### config.mk
export PLATFORM = sky130hd
export DESIGN_NAME = udp_panel_burst_writer_flat
export DESIGN_NICKNAME = d
export VERILOG_FILES = /design/src/rtl/udp_panel_burst_writer_if.sv /design/src/rtl/udp_panel_burst_writer.sv /design/src/flat_wrapper.sv
export SDC_FILE = /design/constraint.sdc
export NUM_CORES = 1
export LEC_CHECK = 0
export ABC_AREA = 1
export BUFFER_PORTS_ARGS = -buffer_cell sky130_fd_sc_hd__buf_2
export CAP_MARGIN = 25
export CORE_MARGIN = 2
export CORE_UTILIZATION = 45
export DETAILED_ROUTE_END_ITERATION = 6
export GPL_TIMING_DRIVEN = 0
export PLACE_DENSITY = 0.69
export SYNTH_ARGS = -nofsm -noshare
export SYNTH_HDL_FRONTEND = slang
export SYNTH_SLANG_ARGS = --single-unit
### constraint.sdc
create_clock -name clock -period 3.69 [get_ports clock]
set_input_delay 0.738 -clock clock [delete_from_list [all_inputs] [get_ports clock]]
set_output_delay 0.738 -clock clock [all_outputs]
set_load 0.1 [all_outputs]
### src/rtl/udp_panel_burst_writer_if.sv
// Interface bundle for udp_panel_burst_writer: UDP payload source port and panel write port.
// master = writer view, slave = environment (UDP source + panel controller) view.
interface udp_panel_burst_writer_if #(
    parameter int NUM_PANELS = 6,
    parameter int ADDR_W     = 16,
    parameter int COLOR_W    = 6
);
    logic                   udp_source_valid;
    logic                   udp_source_last;
    logic                   udp_source_ready;
    logic [15:0]            udp_source_dst_port;
    logic [31:0]            udp_source_data;
    logic [3:0]             udp_source_error;
    logic [NUM_PANELS-1:0]  ctrl_en;
    logic                   ctrl_ready;
    logic [3:0]             ctrl_wr;
    logic [ADDR_W-1:0]      ctrl_addr;
    logic [3*COLOR_W-1:0]   ctrl_wdat;

    modport master (
        input  udp_source_valid, udp_source_last, udp_source_dst_port,
        input  udp_source_data, udp_source_error, ctrl_ready,
        output udp_source_ready, ctrl_en, ctrl_wr, ctrl_addr, ctrl_wdat
    );

    modport slave (
        output udp_source_valid, udp_source_last, udp_source_dst_port,
        output udp_source_data, udp_source_error, ctrl_ready,
        input  udp_source_ready, ctrl_en, ctrl_wr, ctrl_addr, ctrl_wdat
    );
endinterface

### src/rtl/udp_panel_burst_writer.sv
// UDP payload -> panel RAM burst writer: 2-byte start address, then RGB888 pixels, one write per pixel.
// Optional packet statistics outputs enabled by defining UDP_PANEL_WRITER_STATS_EN.
module udp_panel_burst_writer #(
    parameter logic [7:0] PORT_MSB   = 8'h66,
    parameter int         NUM_PANELS = 6,
    parameter int         ADDR_W     = 16,
    parameter int         COLOR_W    = 6,
    parameter int         SWAP_BIT   = 7
) (
    input  logic                      clock,
    input  logic                      reset_n,
    udp_panel_burst_writer_if.master  bus,
    output logic                      frame_swap,
    output logic                      led_reg
`ifdef UDP_PANEL_WRITER_STATS_EN
    ,
    output logic [15:0]               stat_pkts,
    output logic [15:0]               stat_drops,
    output logic [15:0]               stat_partial
`endif
);

    typedef enum logic [1:0] {IDLE, ADDR_LO, PIXEL, DROP} state_t;

    state_t                 state_q, state_d;
    logic [NUM_PANELS-1:0]  mask_q, mask_d;
    logic                   swap_req_q, swap_req_d;
    logic [7:0]             addr_hi_q, addr_hi_d;
    logic [ADDR_W-1:0]      addr_q, addr_d;
    logic [1:0]             byte_idx_q, byte_idx_d;
    logic [COLOR_W-1:0]     r_q, r_d, g_q, g_d;
    logic                   pending_q, pending_d;
    logic [NUM_PANELS-1:0]  ctrl_en_q, ctrl_en_d;
    logic [ADDR_W-1:0]      ctrl_addr_q, ctrl_addr_d;
    logic [3*COLOR_W-1:0]   ctrl_wdat_q, ctrl_wdat_d;
    logic                   frame_swap_q, frame_swap_d;
    logic                   led_q, led_d;

    logic                   ready;
    logic                   accept;
    logic                   port_ok;
    logic                   beat_err;
    logic [COLOR_W-1:0]     chan;
    logic [15:0]            hdr;
    logic                   end_clean, end_partial, end_drop;
    logic                   unused_bits;

    assign ready    = reset_n && (!pending_q || bus.ctrl_ready);
    assign accept   = bus.udp_source_valid && ready;
    assign port_ok  = (bus.udp_source_dst_port[15:8] == PORT_MSB);
    assign beat_err = (bus.udp_source_error != 4'd0);
    assign chan     = bus.udp_source_data[7 -: COLOR_W];
    assign hdr      = {addr_hi_q, bus.udp_source_data[7:0]};

    assign unused_bits = ^{bus.udp_source_data, bus.udp_source_dst_port};

    assign bus.udp_source_ready = ready;
    assign bus.ctrl_en          = ctrl_en_q;
    assign bus.ctrl_wr          = 4'b0111;
    assign bus.ctrl_addr        = ctrl_addr_q;
    assign bus.ctrl_wdat        = ctrl_wdat_q;
    assign frame_swap           = frame_swap_q;
    assign led_reg              = led_q;

    always_ff @(posedge clock or negedge reset_n) begin
        if (!reset_n) begin
            state_q      <= IDLE;
            mask_q       <= '0;
            swap_req_q   <= 1'b0;
            addr_hi_q    <= '0;
            addr_q       <= '0;
            byte_idx_q   <= '0;
            r_q          <= '0;
            g_q          <= '0;
            pending_q    <= 1'b0;
            ctrl_en_q    <= '0;
            ctrl_addr_q  <= '0;
            ctrl_wdat_q  <= '0;
            frame_swap_q <= 1'b0;
            led_q        <= 1'b0;
        end else begin
            state_q      <= state_d;
            mask_q       <= mask_d;
            swap_req_q   <= swap_req_d;
            addr_hi_q    <= addr_hi_d;
            addr_q       <= addr_d;
            byte_idx_q   <= byte_idx_d;
            r_q          <= r_d;
            g_q          <= g_d;
            pending_q    <= pending_d;
            ctrl_en_q    <= ctrl_en_d;
            ctrl_addr_q  <= ctrl_addr_d;
            ctrl_wdat_q  <= ctrl_wdat_d;
            frame_swap_q <= frame_swap_d;
            led_q        <= led_d;
        end
    end

    always_comb begin
        state_d      = state_q;
        mask_d       = mask_q;
        swap_req_d   = swap_req_q;
        addr_hi_d    = addr_hi_q;
        addr_d       = addr_q;
        byte_idx_d   = byte_idx_q;
        r_d          = r_q;
        g_d          = g_q;
        pending_d    = pending_q;
        ctrl_en_d    = ctrl_en_q;
        ctrl_addr_d  = ctrl_addr_q;
        ctrl_wdat_d  = ctrl_wdat_q;
        frame_swap_d = 1'b0;
        end_clean    = 1'b0;
        end_partial  = 1'b0;
        end_drop     = 1'b0;

        // Retire the pending write first; a pixel completing this cycle overrides it.
        if (pending_q && bus.ctrl_ready) begin
            pending_d = 1'b0;
            ctrl_en_d = '0;
        end

        if (accept) begin
            unique case (state_q)
                IDLE: begin
                    if (port_ok && !beat_err) begin
                        mask_d     = bus.udp_source_dst_port[NUM_PANELS-1:0];
                        swap_req_d = bus.udp_source_dst_port[SWAP_BIT];
                        addr_hi_d  = bus.udp_source_data[7:0];
                        if (bus.udp_source_last) end_drop = 1'b1;
                        else                     state_d  = ADDR_LO;
                    end else begin
                        end_drop = 1'b1;
                        if (!bus.udp_source_last) state_d = DROP;
                    end
                end
                ADDR_LO: begin
                    if (beat_err) begin
                        end_drop = 1'b1;
                        state_d  = bus.udp_source_last ? IDLE : DROP;
                    end else begin
                        addr_d     = hdr[ADDR_W-1:0];
                        byte_idx_d = 2'd0;
                        if (bus.udp_source_last) begin
                            state_d      = IDLE;
                            frame_swap_d = swap_req_q;
                            end_clean    = 1'b1;
                        end else begin
                            state_d = PIXEL;
                        end
                    end
                end
                PIXEL: begin
                    if (beat_err) begin
                        end_drop = 1'b1;
                        state_d  = bus.udp_source_last ? IDLE : DROP;
                    end else begin
                        case (byte_idx_q)
                            2'd0: begin
                                r_d        = chan;
                                byte_idx_d = 2'd1;
                            end
                            2'd1: begin
                                g_d        = chan;
                                byte_idx_d = 2'd2;
                            end
                            default: begin
                                byte_idx_d = 2'd0;
                                addr_d     = addr_q + ADDR_W'(1);
                                if (mask_q != '0) begin
                                    pending_d   = 1'b1;
                                    ctrl_en_d   = mask_q;
                                    ctrl_addr_d = addr_q;
                                    ctrl_wdat_d = {r_q, g_q, chan};
                                end
                            end
                        endcase
                        if (bus.udp_source_last) begin
                            state_d      = IDLE;
                            frame_swap_d = swap_req_q;
                            end_clean    = 1'b1;
                            end_partial  = (byte_idx_q != 2'd2);
                        end
                    end
                end
                DROP: begin
                    if (bus.udp_source_last) state_d = IDLE;
                end
            endcase
        end

        led_d = (state_d == IDLE);
    end

`ifdef UDP_PANEL_WRITER_STATS_EN
    logic [15:0] pkts_q, drops_q, partial_q;

    function automatic logic [15:0] sat_inc(input logic [15:0] v);
        return (v == 16'hFFFF) ? v : v + 16'd1;
    endfunction

    always_ff @(posedge clock or negedge reset_n) begin
        if (!reset_n) begin
            pkts_q    <= '0;
            drops_q   <= '0;
            partial_q <= '0;
        end else begin
            if (end_clean)   pkts_q    <= sat_inc(pkts_q);
            if (end_drop)    drops_q   <= sat_inc(drops_q);
            if (end_partial) partial_q <= sat_inc(partial_q);
        end
    end

    assign stat_pkts    = pkts_q;
    assign stat_drops   = drops_q;
    assign stat_partial = partial_q;
`else
    logic unused_stats;
    assign unused_stats = end_clean ^ end_partial ^ end_drop;
`endif

endmodule

### src/flat_wrapper.sv
// flat-port wrapper written by rule: the top's interface ports become plain ports
module udp_panel_burst_writer_flat 
#(
    parameter logic [7:0] PORT_MSB   = 8'h66,
    parameter int         NUM_PANELS = 6,
    parameter int         ADDR_W     = 16,
    parameter int         COLOR_W    = 6,
    parameter int         SWAP_BIT   = 7
)
  (clock, reset_n, frame_swap, led_reg, bus_udp_source_valid, bus_udp_source_last, bus_udp_source_dst_port, bus_udp_source_data, bus_udp_source_error, bus_ctrl_ready, bus_udp_source_ready, bus_ctrl_en, bus_ctrl_wr, bus_ctrl_addr, bus_ctrl_wdat);
  udp_panel_burst_writer_if #(.NUM_PANELS(NUM_PANELS), .ADDR_W(ADDR_W), .COLOR_W(COLOR_W)) bus_i ();
  input  logic clock;
  input  logic reset_n;
  output logic frame_swap;
  output logic led_reg;
  input wire logic [$bits(bus_i.udp_source_valid)-1:0] bus_udp_source_valid;
  input wire logic [$bits(bus_i.udp_source_last)-1:0] bus_udp_source_last;
  input wire logic [$bits(bus_i.udp_source_dst_port)-1:0] bus_udp_source_dst_port;
  input wire logic [$bits(bus_i.udp_source_data)-1:0] bus_udp_source_data;
  input wire logic [$bits(bus_i.udp_source_error)-1:0] bus_udp_source_error;
  input wire logic [$bits(bus_i.ctrl_ready)-1:0] bus_ctrl_ready;
  output wire logic [$bits(bus_i.udp_source_ready)-1:0] bus_udp_source_ready;
  output wire logic [$bits(bus_i.ctrl_en)-1:0] bus_ctrl_en;
  output wire logic [$bits(bus_i.ctrl_wr)-1:0] bus_ctrl_wr;
  output wire logic [$bits(bus_i.ctrl_addr)-1:0] bus_ctrl_addr;
  output wire logic [$bits(bus_i.ctrl_wdat)-1:0] bus_ctrl_wdat;
  assign bus_i.udp_source_valid = bus_udp_source_valid;
  assign bus_i.udp_source_last = bus_udp_source_last;
  assign bus_i.udp_source_dst_port = bus_udp_source_dst_port;
  assign bus_i.udp_source_data = bus_udp_source_data;
  assign bus_i.udp_source_error = bus_udp_source_error;
  assign bus_i.ctrl_ready = bus_ctrl_ready;
  assign bus_udp_source_ready = bus_i.udp_source_ready;
  assign bus_ctrl_en = bus_i.ctrl_en;
  assign bus_ctrl_wr = bus_i.ctrl_wr;
  assign bus_ctrl_addr = bus_i.ctrl_addr;
  assign bus_ctrl_wdat = bus_i.ctrl_wdat;
  udp_panel_burst_writer #(.PORT_MSB(PORT_MSB), .NUM_PANELS(NUM_PANELS), .ADDR_W(ADDR_W), .COLOR_W(COLOR_W), .SWAP_BIT(SWAP_BIT)) u_core (.clock(clock), .reset_n(reset_n), .bus(bus_i), .frame_swap(frame_swap), .led_reg(led_reg));
endmodule
After elaboration in Yosys (flattened, before gate mapping)
Cells that the tools add are included.

cells by class
  bitwise operators = 2
  eq/ne operators = 8
  add/subtract/negate cells = 1
  multiplexer cells = 34
  reductions and logical operators = 21

operators with widths
  kind                   number
  $mux 16                3
  $mux 6                 6
  $pmux 16 s2            1
  $mux 2                 11
  $add 16x1->16 const B  1
  $reduce_and 4->1       3
  $mux 1                 10
  $reduce_and 5->1       2
  $eq 8x7->1 const B     1
  $pmux 2 s2             2
  $pmux 2 s4             1
  $logic_not 2->1        3
  $ne 2x2->1 const B     3
  $reduce_bool 6->1      1
  $eq 2x1->1 const B     2
  $eq 2x2->1 const B     2
  $logic_and 1x1->1      4
  $reduce_bool 4->1      1
  $reduce_or 2->1        2
  $reduce_and 3->1       1
  $logic_not 1->1        2
  $not 1->1              2
  $reduce_bool 2->1      1
  $logic_or 1x1->1       1

storage, ports and cells
  logic and storage cells = 80
  input bits = 57
  register bits after elaboration = 90

Depth between registers and ports, before layout
Gate-level depths: netlist of the first run.

  depth after elaboration = 7
  depth in mapped cells = 12
  depth with buffers taken out = 10

Worst setup path before layout of the first run
Ideal clock, no wire load.

  kind = in2out
  from = input bus_ctrl_ready
  to = output bus_udp_source_ready
  data arrival time = 2.025 ns
  setup slack = 0.927 ns
  buffers on the path = 0
  stages = 2
  required time = 2.952 ns
  cells stage by stage = nor2_1 nor2_1

between the ends
  word-level cells in the longest chain between the ends = 2

ends and longest elaborated chain
  item                RTL line                      source
  start: declaration  flat_wrapper.sv:21            input wire logic [$bits(bus_i.ctrl_ready)-1:0] bus_ctrl_ready;
  $logic_or 1x1->1    udp_panel_burst_writer.sv:48  assign ready = reset_n && (!pending_q || bus.ctrl_ready);
  $logic_and 1x1->1   udp_panel_burst_writer.sv:48
  end: declaration    flat_wrapper.sv:22            output wire logic [$bits(bus_i.udp_source_ready)-1:0] bus_udp_source_ready;

Every way passes these cells.

Final worst setup path of the first run
  from = input reset_n
  to = output bus_udp_source_ready

between the ends
  word-level cells in the longest chain between the ends = 1

ends and longest elaborated chain
  item                RTL line                      source
  start: declaration  flat_wrapper.sv:13            input logic reset_n;
  $logic_and 1x1->1   udp_panel_burst_writer.sv:48

Every way passes these cells.

==> impl_metrics.toml, run 1 <==
[status]
outcome = "finished clean"

[power_and_ir_drop]
seqPwrFrac = 0.431
p_sw_uw = 1060
power_uw = 2820
power.share.clock = 0.278
internal-power_uw = 1750
power_density_nw_per_um2 = 546
leakage_uw = 0.00273
vdd_drop_max_v = 0.000243
p_comb_frac = 0.292
swShare = 0.378

[timing]
hold_viol = 0
setup_viol = 0
hold_ws_ns = 0.374
layout_min_cycle_time_ns = 2.87
slew_violations = 0
maxSlewHeadroom = 0.561
rsz0062_at_grt = "false"
clock_skew_ns = 0.0133
fin_ws_ns = 0.816
fin_crit_sh = 0.779
max_freq_mhz = 348
worst_pin_slew_ns = 0.653

[finish]
diodes = 0
instances_no_fill = 737
final_nets = 666
drive_gt1_frac = 0.235
largest_register_ff_count = 18
post-route-util = 0.553
syn2layout_area_growth_pct = 18.4

[synth]
synthesis.yosys.warnings = 0
ys_seq_area_frac = 0.517
ys_ff_latch = 90
synth_area_um2 = 4350
synthCells = 515
postSynthAreaPerCell_um2 = 8.45
yosysUniqueCellTypes = 33

[placement]
gp_congestion = 0.884
numPortBuffers = 74
place_worst_setup_slack_ns = 0.755
post-place-cells = 721
dp_hpwl_um = 7380

[worst_setup_path]
path_class = "in2out"
crit_slowest_cell = "buf_4"
rrSetupSlack_ns = 1.68
crit_buf_inv = 4
worstSetupEndpointType = "output port"
r2r-end = "u_core.addr_q[0]"
worstSetupStartpointType = "primary input"
cpPeakStageDelay_ns = 0.49
crit_required_ns = 2.95
r2r_cells = 12
crit_family = "buffers and inverters"
crit_chain = "buf_4 -> buf_16 -> inv_1 -> nor2_1 -> buf_2"
arrival_ns = 2.14
crit_fanout = 47
reg2reg_from = "u_core.state_q[0]"

[clock_network]
cts_made_buffers = 9
insertion_delay_ns = 0.37
clock-sinks = 90
cts-root-buf = "clkbuf_8"
ctsLongestPathBuffers = 2
cts_setup_buffers = 0
ctsHtreeMaxLevel = 3
cts_tree = "yes"
cts-hold-fix-buffers = 0
clkSlewWorstSetupHoldPaths_ns = 0.10
cts_resized = 0

[drt]
wl_um = 9960
wl_per_cell_um = 13.5
num_vias = 3686
drc = 0
ant_nets = 0
drt_iter0_drc = 213
firstDrtPassIters = 5
viasPerCell = 5.00

[floorplan]
initial_core_util = 0.467
chipWidth_um = 102
die_area_um2 = 10500
fp.dieH_um = 102
io_pins = 104
coreArea_um2 = 9330
rows = 35

[run]
cap_violations = 0

[global_routing]
grt_max_degree = 48
grt_pass1_wl_um = 16400
antenna_found_initial = 0
grt_pass1_vias = 3463
overflow = 0
grt_usage = 0.204

[worst_hold_path]
hp-class = "in2async"
-- cells in the mapped netlist --
| library cell | count | area (um^2) |
|---|---|---|
| a21boi_0 | 1 | 7.51 |
| a21oi_1 | 14 | 70.1 |
| a21oi_2 | 1 | 8.76 |
| a31oi_1 | 2 | 12.5 |
| buf_2 | 3 | 15.0 |
| buf_4 | 6 | 45.0 |
| buf_6 | 9 | 101 |
| clkbuf_1 | 4 | 15.0 |
| conb_1 | 2 | 7.51 |
| dfrtp_1 | 90 | 2250 |
| ha_1 | 6 | 75.1 |
| inv_1 | 52 | 195 |
| inv_2 | 1 | 3.75 |
| inv_6 | 1 | 8.76 |
| nand2_1 | 141 | 529 |
| nand2_2 | 3 | 18.8 |
| nand2_4 | 1 | 11.3 |
| nand3_1 | 39 | 195 |
| nand3_2 | 1 | 10.0 |
| nand3_4 | 1 | 17.5 |
| nand4_1 | 7 | 43.8 |
| nor2_1 | 47 | 176 |
| nor2_2 | 1 | 6.26 |
| nor3_1 | 6 | 30.0 |
| nor3_4 | 2 | 32.5 |
| nor4_2 | 1 | 12.5 |
| o21a_1 | 1 | 7.51 |
| o21ai_0 | 30 | 150 |
| o21ai_1 | 18 | 90.1 |
| o21ai_2 | 20 | 175 |
| o22ai_1 | 1 | 6.26 |
| or2_2 | 1 | 6.26 |
| xor2_1 | 2 | 17.5 |
-- layout make-up --
class	instances	area (um^2)
plain buffers	22	176
clock buffers	10	138
clock inverters	6	95.1
fillers	910	4170
inverters	54	208
multi-input cells	351	1730
flip-flops and latches	90	2250
well taps	129	161
repair buffers	75	400
-- worst register-to-register path: cells and delay by family, from the launching register on --
| kind | cells | cell delay (ns) |
|---|---|---|
| buffers and inverters | 5 | 0.74 |
| and+or+nand+nor | 4 | 0.45 |
| adders and majority gates | 1 | 0.17 |
| DFF | 1 | 0.41 |
| AOI/OAI and AO/OA | 2 | 0.16 |
-- per-stage QoR --
stage / setup TNS (ns) / cell area [um^2]
after floorplan: 0 / 4360
after global routing: 0 / 5160
after detailed placement: 0 / 4920
final: 0 / 5160
after CTS: 0 / 5160
after global placement: -0.0177 / 4890
-- power groups by stage --
stage | Combinational (uW) | Sequential (uW) | Clock, uW
floorplan | 577 | 1240 | 0
global placement | 793 | 1230 | 0
global route | 935 | 1230 | 836
finish | 821 | 1210 | 782
CTS | 819 | 1210 | 791
detailed placement | 816 | 1230 | 0
-- worst max-delay path by stage --
stage | from | to | slack, ns | cells after the start
floorplan | bus_ctrl_ready | bus_udp_source_ready | 0.93 | 2
CTS | reset_n | bus_udp_source_ready | 0.75 | 5
global placement | reset_n | bus_udp_source_ready | -0.02 | 4
global route | reset_n | bus_udp_source_ready | 0.61 | 5
detailed placement | reset_n | bus_udp_source_ready | 0.76 | 5
finish | reset_n | bus_udp_source_ready | 0.82 | 5
-- cell usage in the layout (no fill, tap or decap), types with 7 or more instances in the layout --
cell type / instances
nand2_1: 141
dfrtp_1: 90
buf_2: 76
inv_1: 52
nor2_1: 47
nand3_1: 39
o21ai_0: 30
o21ai_2: 20
o21ai_1: 18
a21oi_1: 14
clkbuf_8: 10
buf_6: 9
buf_4: 7
nand4_1: 7
-- cells by family after synthesis --
kind of cell | Yosys count | synth area share
xor gates and xnor gates | 2 | 0.00402
DFF | 90 | 0.517
AOI/OAI and AO/OA | 88 | 0.121
other | 2 | 0.00172
adders and majority gates | 6 | 0.0172
buffers and inverters | 76 | 0.0882
and+or+nand+nor | 251 | 0.250
-- routing by layer --
| layer | part of all wire | GRT usage | vias up |
|---|---|---|---|
| met5 | 0 | 0 | - |
| met2 | 0.46 | 0.318 | 100 |
| met4 | 0.021 | 0.0841 | 0 |
| li1 | - | - | 1822 |
| met1 | 0.47 | 0.285 | 1744 |
| met3 | 0.042 | 0.0328 | 20 |
Power figures use the tool's default switching activity.
==> inputs of run 2 (changes only) <==
Settings changed: ABC_AREA 1 to 0.
Clock period 3.69 ns to 2.76 ns, I/O delays scaled along.
==> impl_metrics.toml, run 2 <==
[placement]
post-place-cells = 520
placed_area_um2 = 4810
place_worst_setup_slack_ns = -0.211
gp_congestion = 0.819
dp_hpwl_um = 6600
numPortBuffers = 74

[synth]
synth_top_family_by_area = "multiplexers"
synth-simple-area-share = 0.123
ys_seq_area_frac = 0.529
synth-compound-area-share = 0.0890
synth_most_common_cell = "dfrtp_1"
yosysUniqueCellTypes = 53
synth_area_um2 = 4260
synth_edf_count = 0
synthesis.yosys.warnings = 0
synth_top_area_frac = 0.529
synthMuxAreaShare = 0.203
synthCells = 331
synth_top_area_cell = "dfrtp_1"
synth_area_leaders = "dfrtp_1 53%, mux2_4 12%, mux2_2 8.2%"
synthTopCellsByCount = "90 x dfrtp_1, 33 x mux2_4, 31 x mux2_2"
postSynthAreaPerCell_um2 = 12.9
synth-adder-area-share = 0.0176
synthArstFlopShare = 1.00
ys_ff_latch = 90
synthXorXnorAreaFrac = 0
yosys_most_used_dff = "dfrtp_1"

[status]
outcome = "finished clean"

[finish]
drive_gt1_frac = 0.402
stdcell_area_um2 = 5030
diodes = 0
instances_no_fill = 539
final_cell_mix = "90 x dfrtp_1, 75 x buf_2, 33 x mux2_4, 31 x mux2_2, 20 x nand2_1"
mostFrequentLayoutCell = "dfrtp_1"
final_nets = 486
syn2layout_area_growth_pct = 18.1
largest_register_ff_count = 18

[clock_network]
insertion_delay_ns = 0.37
ctsLongestPathBuffers = 2
clock-sinks = 90
cts_made_buffers = 9
cts-root-buf = "clkbuf_8"
clkSlewWorstSetupHoldPaths_ns = 0.10
cts_resized = 0
ctsHtreeMaxLevel = 3
cts_tree = "yes"

[global_routing]
antenna_found_initial = 0
overflow = 0
met3_usage = 0.0545
gr-usage-met2 = 0.301
grt_pass1_vias = 3023
use_met1 = 0.265
grt_usage = 0.193
grt.busiest_layer = "met2"
grt_max_degree = 51
grt_pass1_wl_um = 15300

[timing]
rsz0062_at_grt = "false"
hold_viol = 0
hold_ws_ns = 0.176
fin_crit_sh = 0.886
slew_violations = 0
worst_pin_slew_ns = 0.851
max_freq_mhz = 409
maxSlewHeadroom = 0.428
setup_viol = 0
layout_min_cycle_time_ns = 2.45
fin_ws_ns = 0.313
clock_skew_ns = 0.0110

[worst_setup_path]
crit_slowest_cell = "buf_4"
worstSetupEndpointType = "register"
worstSetupStartpointType = "primary input"
cp-startpoint = "reset_n"
crit_required_ns = 3.01
path_class = "in2reg"
crit_chain = "buf_4 -> nand2_1 -> nor3_1 -> and2_1 -> clkbuf_1 -> mux2_2"
crit_fanout = 45
reg2reg_from = "u_core.state_q[0]"
arrival_ns = 2.70
cpPeakStageDelay_ns = 0.46

[drt]
firstDrtPassIters = 4
num_vias = 3017
wl_um = 9220
drc = 0
wl_per_cell_um = 17.1
drt_iter0_drc = 130
viasPerCell = 5.60
ant_nets = 0

[floorplan]
rows = 35
die_area_um2 = 10300
fp.dieH_um = 101
io_pins = 104
coreArea_um2 = 9200
initial_core_util = 0.463
chipWidth_um = 101

[power_and_ir_drop]
power_uw = 3040
power_density_nw_per_um2 = 604
leakage_uw = 0.00259
vdd_drop_max_v = 0.000351

[worst_hold_path]
hp-class = "in2async"

[run]
cap_violations = 0
-- run 2: cell count changes after synthesis, moves of 6 or more --
cell / delta
nor2_1: -39
nand3_1: -27
a21oi_1: -8
mux2_2: +31
o21ai_1: -18
nand2_1: -121
a32o_1: +6
o21ai_0: -23
mux2_4: +33
inv_1: -45
o21ai_2: -20
-- run 2: stage by stage --
step	setup TNS, ns	utilization
final	0	0.547
after global routing	0	0.547
after CTS	0	0.544
after detailed placement	-9.57	0.523
after global placement	-117.72	0.519
after floorplan	0	-
-- run 2: final cells by class --
| class | count | area, um^2 |
|---|---|---|
| repair buffers | 79 | 428 |
| flip-flops and latches | 90 | 2250 |
| plain buffers | 20 | 129 |
| well taps | 111 | 139 |
| fillers | 808 | 4170 |
| clock buffers | 9 | 124 |
| multi-input cells | 216 | 1860 |
| clock inverters | 7 | 72.6 |
| inverters | 7 | 26.3 |
-- run 2: per-layer routing --
layer / up-vias / wire length, um
met4: 0 / 109
met2: 107 / 4460
met1: 1487 / 4130
li1: 1412 / -
met3: 11 / 522
met5: - / 0
-- run 2: cells by family (layout without fill, tap and decap cells) --
family	Yosys count	in the layout
flip-flops	90	90
other	2	4
AO/OA/AOI/OAI	51	51
adder cells (fa/ha/maj)	6	6
buffers and inverters	27	122
multiplexers	66	66
AND/OR/NAND/NOR	89	89
-- run 2: power breakdown --
| part | switching, uW | leakage (uW) | total (uW) | internal, uW |
|---|---|---|---|---|
| logic | 397 | 0.00128 | 629 | 232 |
| registers | 111 | 0.00122 | 1530 | 1420 |
| clock network | 527 | 0.0000966 | 881 | 353 |
| total | 1040 | 0.00259 | 3040 | 2000 |
-- run 2: worst max-delay path: cells and delay by family --
| family | cells | cell delay (ns) |
|---|---|---|
| AND/OR/NAND/NOR | 3 | 0.89 |
| multiplexers | 1 | 0.39 |
| buffers and inverters | 2 | 0.84 |
-- run 2: worst paths after layout --
check | end | slack (ns) | cells after the start
hold / removal | u_core.bus.ctrl_addr[1] | 0.18 | 1
min in group clock | u_core.mask_q[2] | 0.41 | 2
setup reg to reg | u_core.addr_q[10] | 0.32 | 8
setup / recovery | u_core.r_q[1] | 0.31 | 6
hold reg to reg | u_core.addr_q[8] | 0.49 | 2
max in group asynchronous | u_core.g_q[1] | 1.95 | 2
-- run 2: repair_timing --
item / in CTS / in global routing
hold buffers: 0 / 0
buffers inserted: 0 / 3
setup endpoints to repair: 0 / 15
